==> src/rtl/calf_nic_pkg.sv <==
// Shared flit geometry and pack/unpack helpers for the CALF node interface.
package calf_nic_pkg;

    localparam int FLIT_W      = 144;
    localparam int PAYLOAD_W   = 128;

    localparam int DEST_LSB    = 0;
    localparam int DEST_MSB    = 3;
    localparam int SRC_LSB     = 4;
    localparam int SRC_MSB     = 7;
    localparam int SEQ_LSB     = 8;
    localparam int SEQ_MSB     = 10;
    localparam int VALID_BIT   = 11;
    localparam int MSHR_LSB    = 12;
    localparam int MSHR_MSB    = 15;
    localparam int PAYLOAD_LSB = 16;

    typedef struct packed {
        logic [PAYLOAD_W-1:0] data;
        logic [3:0]           mshr;
        logic [3:0]           dest;
    } inj_entry_t;

    typedef struct packed {
        logic [PAYLOAD_W-1:0] data;
        logic [3:0]           mshr;
        logic [2:0]           seq;
        logic [3:0]           src;
    } ej_entry_t;

    function automatic logic [FLIT_W-1:0] flit_pack(
        input logic [PAYLOAD_W-1:0] data,
        input logic [3:0]           mshr,
        input logic [2:0]           seq,
        input logic [3:0]           src,
        input logic [3:0]           dest
    );
        logic [FLIT_W-1:0] f;
        f                            = '0;
        f[FLIT_W-1:PAYLOAD_LSB]      = data;
        f[MSHR_MSB:MSHR_LSB]         = mshr;
        f[VALID_BIT]                 = 1'b1;
        f[SEQ_MSB:SEQ_LSB]           = seq;
        f[SRC_MSB:SRC_LSB]           = src;
        f[DEST_MSB:DEST_LSB]         = dest;
        return f;
    endfunction

    // Destination is deliberately dropped: the router already steered the flit here.
    function automatic ej_entry_t flit_unpack(input logic [FLIT_W-1:0] flit);
        ej_entry_t e;
        e.data = flit[FLIT_W-1:PAYLOAD_LSB];
        e.mshr = flit[MSHR_MSB:MSHR_LSB];
        e.seq  = flit[SEQ_MSB:SEQ_LSB];
        e.src  = flit[SRC_MSB:SRC_LSB];
        return e;
    endfunction

endpackage

==> src/rtl/calf_nic_fifo.sv <==
// Synchronous FIFO with same-cycle push/pop; a push while full succeeds only if the same edge pops.
module calf_nic_fifo #(
    parameter int unsigned WIDTH = 8,
    parameter int unsigned DEPTH = 4
) (
    input  logic             clk,
    input  logic             rst,
    input  logic             push,
    input  logic [WIDTH-1:0] push_data,
    input  logic             pop,
    output logic [WIDTH-1:0] head,
    output logic             full,
    output logic             empty
);

    localparam int unsigned AW = $clog2(DEPTH);

    logic [WIDTH-1:0] mem [DEPTH];
    logic [AW-1:0]    wr_ptr;
    logic [AW-1:0]    rd_ptr;
    logic [AW:0]      count;
    logic             do_push;
    logic             do_pop;

    assign empty   = (count == '0);
    assign full    = (count == (AW+1)'(DEPTH));
    assign do_pop  = pop && !empty;
    assign do_push = push && (!full || do_pop);
    assign head    = mem[rd_ptr];

    always_ff @(posedge clk) begin
        if (rst) begin
            wr_ptr <= '0;
            rd_ptr <= '0;
            count  <= '0;
        end else begin
            if (do_push) wr_ptr <= wr_ptr + 1'b1;
            if (do_pop)  rd_ptr <= rd_ptr + 1'b1;
            case ({do_push, do_pop})
                2'b10:   count <= count + 1'b1;
                2'b01:   count <= count - 1'b1;
                default: count <= count;
            endcase
        end
    end

    always_ff @(posedge clk) begin
        if (do_push) mem[wr_ptr] <= push_data;
    end

endmodule

==> src/rtl/calf_nic.sv <==
// Node-side interface for the CALF router: injection queue toward port 4, ejection buffer toward the client.
module calf_nic
    import calf_nic_pkg::*;
#(
    parameter logic [3:0]  NODE_ID   = 4'd0,
    parameter int unsigned INJ_DEPTH = 4,
    parameter int unsigned EJ_DEPTH  = 4
) (
    input  logic                 clk,
    input  logic                 rst,
    input  logic                 req_valid,
    output logic                 req_ready,
    input  logic [3:0]           req_dest,
    input  logic [3:0]           req_mshr,
    input  logic [PAYLOAD_W-1:0] req_data,
    output logic [FLIT_W-1:0]    port4_ci,
    input  logic                 port4_ready,
    input  logic                 port4_ack,
    input  logic [FLIT_W-1:0]    port4_co,
    output logic                 rsp_valid,
    input  logic                 rsp_ready,
    output logic [3:0]           rsp_src,
    output logic [3:0]           rsp_mshr,
    output logic [2:0]           rsp_seq,
    output logic [PAYLOAD_W-1:0] rsp_data,
    output logic [7:0]           drop_count
);

    inj_entry_t inj_in;
    inj_entry_t inj_head;
    logic       inj_full;
    logic       inj_empty;
    logic       inj_push;
    logic       inj_pop;
    logic       offer;
    logic [2:0] seq;

    ej_entry_t  ej_in;
    ej_entry_t  ej_head;
    logic       ej_full;
    logic       ej_empty;
    logic       ej_push;
    logic       ej_pop;
    logic       ej_drop;

    // Injection side
    assign req_ready = !inj_full && !rst;
    assign inj_push  = req_valid && req_ready;
    assign inj_in    = '{data: req_data, mshr: req_mshr, dest: req_dest};
    assign offer     = !inj_empty && port4_ready;
    assign inj_pop   = offer && port4_ack;

    calf_nic_fifo #(
        .WIDTH ($bits(inj_entry_t)),
        .DEPTH (INJ_DEPTH)
    ) u_inj_fifo (
        .clk       (clk),
        .rst       (rst),
        .push      (inj_push),
        .push_data (inj_in),
        .pop       (inj_pop),
        .head      (inj_head),
        .full      (inj_full),
        .empty     (inj_empty)
    );

    always_comb begin
        port4_ci = '0;
        if (offer) begin
            port4_ci = flit_pack(inj_head.data, inj_head.mshr, seq, NODE_ID, inj_head.dest);
        end
    end

    always_ff @(posedge clk) begin
        if (rst)          seq <= '0;
        else if (inj_pop) seq <= seq + 3'd1;
    end

    // Ejection side: capture is straight into FIFO storage, so outputs never see port4_co combinationally.
    assign ej_push = port4_co[VALID_BIT];
    assign ej_in   = flit_unpack(port4_co);
    assign ej_pop  = !ej_empty && rsp_ready;
    assign ej_drop = ej_push && ej_full && !ej_pop;

    calf_nic_fifo #(
        .WIDTH ($bits(ej_entry_t)),
        .DEPTH (EJ_DEPTH)
    ) u_ej_fifo (
        .clk       (clk),
        .rst       (rst),
        .push      (ej_push),
        .push_data (ej_in),
        .pop       (ej_pop),
        .head      (ej_head),
        .full      (ej_full),
        .empty     (ej_empty)
    );

    always_ff @(posedge clk) begin
        if (rst)                               drop_count <= '0;
        else if (ej_drop && drop_count != '1)  drop_count <= drop_count + 8'd1;
    end

    assign rsp_valid = !ej_empty;
    assign rsp_data  = ej_head.data;
    assign rsp_mshr  = ej_head.mshr;
    assign rsp_seq   = ej_head.seq;
    assign rsp_src   = ej_head.src;

endmodule

==> config.mk <==
export PLATFORM = sky130hd
export DESIGN_NAME = calf_nic
export DESIGN_NICKNAME = d
export VERILOG_FILES = /design/src/rtl/calf_nic_pkg.sv /design/src/rtl/calf_nic_fifo.sv /design/src/rtl/calf_nic.sv
export SDC_FILE = /design/constraint.sdc
export NUM_CORES = 1
export LEC_CHECK = 0
export ABC_CLOCK_PERIOD_IN_PS = 5450
export CELL_PAD_IN_SITES_DETAIL_PLACEMENT = 1
export CELL_PAD_IN_SITES_GLOBAL_PLACEMENT = 1
export CORE_AREA = 2 2 309 311
export DETAILED_ROUTE_END_ITERATION = 8
export DIE_AREA = 0 0 311 313
export PLACE_DENSITY_LB_ADDON = 0.1
export REMOVE_ABC_BUFFERS = 1
export SYNTH_ARGS = -nofsm -noshare
export SYNTH_HDL_FRONTEND = slang
export SYNTH_SLANG_ARGS = --single-unit
==> constraint.sdc <==
create_clock -name clk -period 5.45 [get_ports clk]
set_input_delay 0.545 -clock clk [delete_from_list [all_inputs] [get_ports clk]]
set_output_delay 0.545 -clock clk [all_outputs]
set_load 0.05 [all_outputs]
==> results of run 1 <==
## placed cells by master, fill, tap and decap left out, types with 8 or more instances in the layout
| cell type | synthesis | layout |
|---|---|---|
| ha_1 | 12 | 12 |
| clkinv_2 | 0 | 28 |
| nor2_1 | 25 | 25 |
| bufinv_16 | 0 | 8 |
| edfxtp_1 | 1100 | 1100 |
| clkbuf_16 | 0 | 117 |
| a21oi_1 | 9 | 9 |
| diode_2 | 0 | 16 |
| and2_1 | 144 | 140 |
| dfxtp_1 | 29 | 25 |
| inv_1 | 14 | 14 |
| buf_4 | 5 | 9 |
| mux4_2 | 275 | 275 |
| clkinv_1 | 0 | 26 |
| clkdlybuf4s50_1 | 0 | 570 |
| buf_12 | 0 | 18 |
| xor2_1 | 11 | 11 |
| clkbuf_1 | 43 | 21 |
## metal layers
| metal | wire length (µm) | global-route usage [%] | vias up |
|---|---|---|---|
| met1 | 36800 | 24.4 | 10332 |
| met2 | 48400 | 32.7 | 566 |
| met5 | 285 | 0 | - |
| li1 | - | - | 8617 |
| met4 | 2480 | 6.84 | 42 |
| met3 | 7750 | 6.78 | 182 |
## cell families after synthesis
logic type	count (synthesis)
other cells	1
fa+ha+maj	14
buf+inv	102
compound gates	21
flops	1129
xor+xnor	15
mux	277
simple gates	201
## final timing paths
path / startpoint / end / slack (ns) / cells past startpoint
max: flop / port4_ci[31] / 1.33 / 4
min: port4_co[123] / u_ej_fifo.mem[0][118]$_DFFE_PP_ / 0.48 / 1
max reg2reg: u_inj_fifo.count[0]$_SDFFE_PP0P_ / u_inj_fifo.mem[2][2]$_DFFE_PP_ / 2.55 / 4
min reg2reg: u_ej_fifo.rd_ptr[1]$_SDFFE_PP0P_ / u_ej_fifo.rd_ptr[1]$_SDFFE_PP0P_ / 0.52 / 2
## stage by stage
| stage | total power, µW | util (%) | hold WS (ns) | TNS, ns |
|---|---|---|---|---|
| 2_1_floorplan | 13600 | - | 0.442 | -482.27 |
| 3_3_place_gp | 15200 | 52.4 | 0.502 | 0 |
| 3_5_place_dp | 15300 | 52.4 | 0.522 | 0 |
| 4_1_cts | 22800 | 56.2 | 0.429 | 0 |
| 5_1_grt | 23200 | 56.2 | 0.464 | 0 |
| 6_report | 22400 | 56.2 | 0.485 | 0 |
## registers in the layout, summed over array words and instances (netlist names), named ones only
signal             flops
u_inj_fifo.count       3
u_inj_fifo.mem       544
u_ej_fifo.mem        556
seq                    3
drop_count             8
u_ej_fifo.rd_ptr       2
u_inj_fifo.rd_ptr      2
u_ej_fifo.wr_ptr       2
u_ej_fifo.count        3
u_inj_fifo.wr_ptr      2
## area by class of cell
| cell class | instances | area [µm²] | area share [%] |
|---|---|---|---|
| flip-flops and latches | 1129 | 33600 | 63.5 |
| multi-input cells | 532 | 7930 | 15.0 |
| repair buffers | 597 | 6130 | 11.6 |
| clock buffers | 138 | 3010 | 5.68 |
| well taps | 1265 | 1580 | 2.99 |
| clock inverters | 71 | 569 | 1.08 |
| inverters | 14 | 52.6 | 0.0993 |
| diodes | 16 | 40.0 | 0.0756 |
## power by group
group	switching [µW]	internal (µW)
logic	2920	1840
clock network	3160	4280
registers	214	10000
==> reports/metrics.cfg, run 1 <==
[cts]
cts_setup_buffers=0
cts_hold_buf=0
ctsResizeCount=0
htreeDepth=3
cts-root-buf=clkbuf_16
cts_tree=built
clockBufferDepth=3
clock_latency_ns=0.69
cts.sinks=1129
clkTransAtPathRegs_ns=0.06
cts_inserted_buffers=115

[power]
power_per_cell_area_mw_per_mm2=424
power.leakage_uw=0.0166
peakVddDrop_uv=348

[yosys]
synthMuxAreaShare_pct=14.8
synth_common_cells=edfxtp_1, mux4_2, and2_1
synth-async-reset-ratio_pct=0
yosys_warnings=0
syn_inst=1760
ys_types=45
synth_largest_area_cell=edfxtp_1
synth_xor_area_share_pct=0.313
synth_area_mm2=0.0420
ys_seq_area_share_pct=80.1
synth_adder_area_share_pct=0.453
synthFlopType=edfxtp_1
yosys-top-cells-area=edfxtp_1, mux4_2, and2_1
synth_most_common_cell=edfxtp_1
synth_top_family_by_area=multiplexers
avgSynthCellArea_um2=23.8
synth-compound-area-share_pct=0.367
synth_simple_gate_area_share_pct=2.85
yosysTopAreaCellShare_pct=78.7
ys_ff_latch=1129
synth_edf_count=1100

[global_route]
globalRouteOverflowTotal=0
grt_usage_pct=19.8
grt_max_degree=139
grt_pass1_vias=21499
antenna_found_initial=35
grt_pass1_wl_um=143000

[sta]
worstMarginPinSlew_ns=1.02
fin_crit_sh_pct=75.7
slew-limit-headroom_pct=32.0
finalHoldViolCount=0
finClkSkew_ns=0.0227
worst_slack_ns=1.33
rsz0062_at_grt=false
drv_slew=0
fmax_mhz=242
period_needed_ns=4.12
setup_viol=0

[final_layout]
finalNonFillerCells=3762
fill_cells=8142
stdcell_area_mm2=0.0529
syn_to_final_growth_pct=26.1
drive_gt1_share_pct=19.4
nets=2689

[critical_path]
worstPathRequired_ns=4.91
start_kind=flop
path_max_fanout=68
critical_path.max_stage_delay_ns=0.74
crit_arrival_ns=3.58
crit_buf_inv=2
critPathSlowestCell=dfxtp_4
path_delay_family=buffers and inverters
end_kind=output pin
critical_path_class=flop to output pin
crit_chain=buf_12 -> mux4_2 -> and2_1 -> clkdlybuf4s50_1

[drt]
drtIter0Drc=1340
drc=0
first_pass_iters=5
wl_per_cell_um=25.5
routed_wirelength_um=95800
antenna_left=0
vias=19739
viasPerCell=5.25

[floorplan]
ios=579
die_w_um=311
fp.dieH_um=313
dieArea_mm2=0.0973
core_region_area_mm2=0.0942
num_rows=113
initial_utilization_pct=44.6

[outcome]
status=finished clean

[placed_design]
dpl.hpwl_um=59000
place_congestion=0.727
place_area_mm2=0.0493
placed_cells_incl_taps=3537
portBuffers=570
dp_slack_ns=1.65

[min_path]
min_path_type=input pin to flop

[flow_run]
cap_violations=0

Power figures use the tool's default switching activity.
==> inputs of run 2 (changes only) <==
--- a/config.mk
+++ b/config.mk
@@ -5,7 +5,7 @@
 export SDC_FILE = /design/constraint.sdc
 export NUM_CORES = 1
 export LEC_CHECK = 0
-export ABC_CLOCK_PERIOD_IN_PS = 5450
+export ABC_CLOCK_PERIOD_IN_PS = 4100
 export CELL_PAD_IN_SITES_DETAIL_PLACEMENT = 1
 export CELL_PAD_IN_SITES_GLOBAL_PLACEMENT = 1
 export CORE_AREA = 2 2 309 311
==> constraint.sdc (replaced) <==
create_clock -name clk -period 4.1 [get_ports clk]
set_input_delay 0.41 -clock clk [delete_from_list [all_inputs] [get_ports clk]]
set_output_delay 0.41 -clock clk [all_outputs]
set_load 0.05 [all_outputs]
==> run 2 against run 1 <==
Net effect:
- non-clock buffer count increased by 25
- routed wire length up 1.3%
- setup slack lost 0.88 ns
- hold slack lost 0.14 ns
- combinational power rose by 36%
- sequential power rose by 33%
- first-iteration DRC count fell by 3.7%
- core utilization rose by 0.59 points
- critical path depth down 1
- die area stayed put
- critical path type unchanged
==> reports/metrics.cfg, run 2 (synthesis gave the netlist of run 1 again) <==
[outcome]
status=finished clean

[global_route]
grt_usage_pct=20.0  ; +0.18 points
grt_pass1_vias=21633  ; +0.62%
globalRouteOverflowTotal=0  ; unchanged
grt_pass1_wl_um=144000  ; +0.96%
grt_max_degree=106  ; -24%
antenna_found_initial=30  ; -14%

[min_path]
min_path_type=input pin to flop
hp-start=req_data[88]
hold_end=u_inj_fifo.mem[0][96]$_DFFE_PP_
whs_path_depth=1  ; unchanged

[critical_path]
critical_path_class=flop to output pin
rr_endpoint=u_ej_fifo.count[2]$_SDFFE_PP0P_
crit_arrival_ns=3.25  ; -0.33 ns
start_kind=flop
reg2reg_depth=9  ; +5
end_kind=output pin
worstPathRequired_ns=3.69  ; -1.22 ns
path_max_fanout=33  ; -51%
crit-reg2reg-launch=u_ej_fifo.count[0]$_SDFFE_PP0P_
reg2reg_slack_ns=1.36  ; -1.19 ns

[drt]
drtIter0Drc=1291  ; -3.7%
routed_wirelength_um=97000  ; +1.3%
first_pass_iters=5  ; unchanged
antenna_left=0  ; unchanged
drc=0  ; unchanged
wl_per_cell_um=25.6  ; +0.71%
vias=19905  ; +0.84%
viasPerCell=5.26  ; +0.25%

[power]
clkPwrFrac_pct=34.9  ; +1.7 points
total_power_uw=30800  ; +37%
power_per_cell_area_mw_per_mm2=575  ; +36%
power.leakage_uw=0.0169  ; +1.8%
power.switching_uw=8470  ; +34%
swShare_pct=27.5  ; -0.58 points
p_int_uw=22300  ; +38%
seqPwrFrac_pct=44.0  ; -1.6 points
combPwrFrac_pct=21.1  ; about the same
peakVddDrop_uv=496  ; +42%

[cts]
cts_inserted_buffers=116  ; +0.87%
htreeDepth=3  ; unchanged
clockBufferDepth=3  ; unchanged
cts_tree=built
clock_latency_ns=0.69  ; about the same
cts.sinks=1129  ; unchanged
cts_setup_buffers=0  ; unchanged
cts_hold_buf=0  ; unchanged
cts-root-buf=clkbuf_16
ctsResizeCount=0  ; unchanged
clkTransAtPathRegs_ns=0.06  ; about the same

[final_layout]
regMostFlops=u_ej_fifo.mem
largest_reg_flops=556  ; unchanged
drive_gt1_share_pct=20.4  ; +0.96 points
finalNonFillerCells=3784  ; +0.58%
final_common_cell=edfxtp_1
syn_to_final_growth_pct=27.5
nets=2715  ; +0.97%
reg.largest.list=u_ej_fifo.mem (556), u_inj_fifo.mem (544), drop_count (8)
final_cell_mix=edfxtp_1, clkdlybuf4s50_1, mux4_2
stdcell_area_mm2=0.0535  ; +1.0%

[floorplan]
fp.dieH_um=313  ; unchanged
die_w_um=311  ; unchanged
dieArea_mm2=0.0973  ; unchanged
initial_utilization_pct=44.6  ; unchanged
core_region_area_mm2=0.0942  ; unchanged
ios=579  ; unchanged
num_rows=113  ; unchanged

[flow_run]
cap_violations=0  ; unchanged

[sta]
fin_crit_sh_pct=89.2
fmax_mhz=273
setup_viol=0  ; unchanged
worstMarginPinSlew_ns=0.794  ; -0.226 ns
slew-limit-headroom_pct=47.1  ; +15 points
finalHoldViolCount=0  ; unchanged
drv_slew=0  ; unchanged
rsz0062_at_grt=false
finClkSkew_ns=0.0254  ; +0.00265 ns
period_needed_ns=3.66

[placed_design]
portBuffers=570  ; unchanged
place_congestion=0.754  ; +3.7%
dpl.hpwl_um=61700  ; +4.7%
placed_cells_incl_taps=3562  ; +0.71%
place_area_mm2=0.0496  ; +0.51%

## run 2: changes by cell type in the layout (fill, tap and decap cells not counted), moves of 2 or more
cell       before  now
buf_4           9   29
bufinv_16       8   20
diode_2        16    8
inv_6           3    1
buf_12         18   23
clkinv_2       28   23
## run 2: through the flow
stage               utilization (%)   TNS, ns  worst slack [ns]  hold WS, ns
detailed placement             52.6         0             0.785        0.483
floorplan                         -  -1150.74             -2.98        0.442
finish                         56.8         0             0.443        0.348
global placement               52.6         0             0.797        0.463
global route                   56.8         0             0.221        0.339
CTS                            56.8         0             0.275        0.295
## run 2: worst max path at each step
stage | endpoint | slack (ns) | cells after the start
after CTS | rsp_data[70] | 0.27 | 3
after global routing | rsp_data[70] | 0.22 | 3
final | rsp_data[70] | 0.44 | 3
after floorplan | rsp_data[0] | -2.98 | 1
after detailed placement | port4_ci[28] | 0.79 | 5
after global placement | port4_ci[28] | 0.80 | 5
## run 2: final cells by class
| type | instances | area (µm²) |
|---|---|---|
| antenna | 8 | 20.0 |
| clock buffer | 139 | 3030 |
| clock inverter | 75 | 870 |
| fill | 8102 | 40700 |
| inverter | 14 | 52.6 |
| multi-input combinational | 532 | 7930 |
| sequential | 1129 | 33600 |
| tap | 1265 | 1580 |
| timing repair buffer | 622 | 6380 |
## run 2: metal layers
metal | GRT usage [%] | share of wire, % | vias up
met2 | 33.1 | 50 | 584
met5 | 0 | 0.26 | -
met3 | 6.35 | 7.7 | 154
met1 | 25.2 | 39 | 10457
li1 | - | - | 8670
met4 | 6.36 | 2.3 | 40
## run 2: power groups by stage
| stage | combinational, µW | sequential [µW] | clock, µW |
|---|---|---|---|
| finish | 6490 | 13600 | 10700 |
| global route | 6780 | 13600 | 11400 |
| CTS | 6610 | 13600 | 11000 |
| detailed placement | 6590 | 13800 | 0 |
| global placement | 6530 | 13800 | 0 |
| floorplan | 4060 | 14000 | 0 |
## run 2: critical path, cell delays in order (launching register included)
cell and delay, ns:
dfxtp_4 0.85, buf_4 0.40, mux4_2 0.53, clkdlybuf4s50_1 0.74
==> inputs of run 3 (changes only) <==
--- a/config.mk
+++ b/config.mk
@@ -5,12 +5,13 @@
 export SDC_FILE = /design/constraint.sdc
 export NUM_CORES = 1
 export LEC_CHECK = 0
-export ABC_CLOCK_PERIOD_IN_PS = 4100
+export ABC_CLOCK_PERIOD_IN_PS = 3520
 export CELL_PAD_IN_SITES_DETAIL_PLACEMENT = 1
 export CELL_PAD_IN_SITES_GLOBAL_PLACEMENT = 1
 export CORE_AREA = 2 2 309 311
 export DETAILED_ROUTE_END_ITERATION = 8
 export DIE_AREA = 0 0 311 313
+export DONT_BUFFER_PORTS = 1
 export PLACE_DENSITY_LB_ADDON = 0.1
 export REMOVE_ABC_BUFFERS = 1
 export SYNTH_ARGS = -nofsm -noshare
==> constraint.sdc (replaced) <==
create_clock -name clk -period 3.52 [get_ports clk]
set_input_delay 0.352 -clock clk [delete_from_list [all_inputs] [get_ports clk]]
set_output_delay 0.352 -clock clk [all_outputs]
set_load 0.05 [all_outputs]
==> run 3 against run 2 <==
Net effect:
- first-iteration DRC count down 9.6%
- via count is 6.1% lower
- sequential share of layout area rose by 3.9 points
- core utilization down 3.3 points
- sequential cell count stayed put
- count of clock-buffer cells in the layout grew 1
- design area is 5.8% lower
- critical endpoint is now port4_ci[99]
==> reports/metrics.cfg, run 3 (synthesis gave the netlist of run 1 again) <==
[outcome]
status=finished clean

[drt]
wl_per_cell_um=26.8  ; +4.5%
routed_wirelength_um=93200  ; -3.9%
viasPerCell=5.37  ; +2.0%
drtIter0Drc=1167  ; -9.6%
vias=18681  ; -6.1%
drc=0  ; unchanged
antenna_left=0  ; unchanged
first_pass_iters=5  ; unchanged

[cts]
clock_latency_ns=0.68  ; about the same
cts.sinks=1129  ; unchanged
cts_tree=built
clkTransAtPathRegs_ns=0.06  ; about the same
clockBufferDepth=3  ; unchanged
htreeDepth=3  ; unchanged
cts-root-buf=clkbuf_16
cts_inserted_buffers=114  ; -1.7%

[sta]
fmax_mhz=315
fin_setup_tns_ns=0  ; unchanged
finalHoldViolCount=0  ; unchanged
worstMarginPinSlew_ns=1.11  ; +0.315 ns
drv_slew=0  ; unchanged
period_needed_ns=3.18
finClkSkew_ns=0.0217  ; -0.00374 ns
hold_slack_ns=0.0997  ; -0.249 ns
fin_crit_sh_pct=90.3
rsz0062_at_grt=false
slew-limit-headroom_pct=25.8  ; -21 points
setup_viol=0  ; unchanged

[global_route]
grt_pass1_vias=20443  ; -5.5%
busiest_layer=met2
grt_usage_pct=19.4  ; -0.56 points
grt_max_degree=90  ; -15%
grt_use_met3_pct=6.84  ; +0.49 points
grt_pass1_wl_um=140000  ; -2.7%
grt_use_met1_pct=24.2  ; -1.1 points
gr-usage-met2_pct=32.3  ; -0.77 points
antenna_found_initial=15  ; -50%
globalRouteOverflowTotal=0  ; unchanged

[critical_path]
path_max_fanout=28  ; -15%
critical_path.max_stage_delay_ns=0.81  ; -0.04 ns
critical_path_class=flop to output pin
worstPathRequired_ns=3.17  ; -0.52 ns
crit_chain=buf_4 -> mux4_2 -> and2_1
end_kind=output pin
critPathSlowestCell=dfxtp_4
reg2reg_depth=9  ; unchanged
crit_arrival_ns=2.83  ; -0.42 ns
start_kind=flop

[floorplan]
initial_utilization_pct=44.6  ; unchanged
fp.dieH_um=313  ; unchanged
num_rows=113  ; unchanged
ios=579  ; unchanged
dieArea_mm2=0.0973  ; unchanged
die_w_um=311  ; unchanged
core_region_area_mm2=0.0942  ; unchanged

[power]
seqPwrFrac_pct=46.7  ; +2.7 points
power.leakage_uw=0.0158  ; -6.6%
swShare_pct=28.4  ; +0.85 points
combPwrFrac_pct=18.6  ; -2.5 points
p_int_uw=24200  ; +8.3%
power.switching_uw=9560  ; +13%
peakVddDrop_uv=474  ; -4.3%
clkPwrFrac_pct=34.7  ; -0.2 points
power_per_cell_area_mw_per_mm2=669  ; +16%

[placed_design]
dpl.hpwl_um=58100  ; -5.8%
place_congestion=0.744  ; -1.3%
portBuffers=0  ; -100%

[min_path]
whs_path_depth=5  ; +4
min_path_type=input pin to flop

[final_layout]
seq_area_mm2=0.0336  ; unchanged
fill_cells=8092  ; -0.12%
syn_to_final_growth_pct=20.1
regMostFlops=u_ej_fifo.mem
drive_gt1_share_pct=22.5  ; +2.1 points
nets=2423  ; -11%
finalCoreUtilization_pct=53.5  ; -3.3 points
largest_reg_flops=556  ; unchanged
final_common_cell=edfxtp_1
reg.largest.list=u_ej_fifo.mem (556), u_inj_fifo.mem (544), drop_count (8)
final_cell_mix=edfxtp_1, dlygate4sd3_1, mux4_2
multi_input_area_mm2=0.00793  ; unchanged

[flow_run]
cap_violations=0  ; unchanged

[run 3: changes by cell type in the layout (fill, tap and decap cells not counted), moves of 2 or more]
cell             change
diode_2              -2
dlygate4sd3_1      +281
clkinv_2             -5
buf_12               +7
bufinv_16            -8
clkbuf_1             +2
clkdlybuf4s50_1    -570
buf_4                -8
[run 3: critical path: cells and delay by family (launching register included)]
kind	cells	cell delay, ns
buffers and inverters	1	0.40
DFF	1	0.81
muxes	1	0.54
and+or+nand+nor	1	0.37
[run 3: final timing paths]
kind	startpoint	to	slack [ns]
worst max-delay path	flop	port4_ci[99]	0.34
worst min-delay path	req_valid	u_inj_fifo.wr_ptr[1]$_SDFFE_PP0P_	0.1
worst max register to register	u_ej_fifo.count[0]$_SDFFE_PP0P_	u_ej_fifo.count[2]$_SDFFE_PP0P_	0.76
worst min register to register	seq[1]$_SDFFE_PP0N_	seq[1]$_SDFFE_PP0N_	0.49
[run 3: power groups by stage]
stage | registers [µW] | logic (µW) | clock network, µW
2_1_floorplan | 16300 | 4500 | 0
3_3_place_gp | 16000 | 5970 | 0
3_5_place_dp | 16100 | 5960 | 0
4_1_cts | 15800 | 6390 | 12000
5_1_grt | 15800 | 6540 | 12500
6_report | 15700 | 6260 | 11700
[run 3: stage by stage]
step / instance area, µm² / setup slack [ns] / power, µW / std cells
after CTS: 50400 / 0.193 / 34200 / 3474
after floorplan: 41600 / -3.50 / 20800 / 1675
after global placement: 43900 / 0.806 / 22000 / 2991
after detailed placement: 43900 / 0.779 / 22000 / 2991
after global routing: 50400 / 0.147 / 34900 / 3476
final: 50400 / 0.341 / 33700 / 3480
[run 3: layout make-up]
| class | count | area share [%] |
|---|---|---|
| Antenna cell | 6 | 0.0298 |
| Clock buffer | 140 | 5.98 |
| Clock inverter | 62 | 1.18 |
| Inverter | 14 | 0.104 |
| Multi-Input combinational cell | 532 | 15.7 |
| Sequential cell | 1129 | 66.7 |
| Tap cell | 1265 | 3.14 |
| Timing Repair Buffer | 332 | 7.09 |
[run 3: what timing repair did]
| item | 4_1_cts | 5_1_grt |
|---|---|---|
| buffers inserted | 0 | 0 |
| endpoints found under the hold margin | 1129 | 0 |
| hold buffers | 281 | 0 |
| gates resized for setup | 0 | 0 |
[run 3: metal layers]
metal | up-vias | share of wire (%)
li1 | 8050 | -
met1 | 9921 | 39
met2 | 530 | 50
met3 | 156 | 8.0
met4 | 24 | 2.5
met5 | - | 0.16
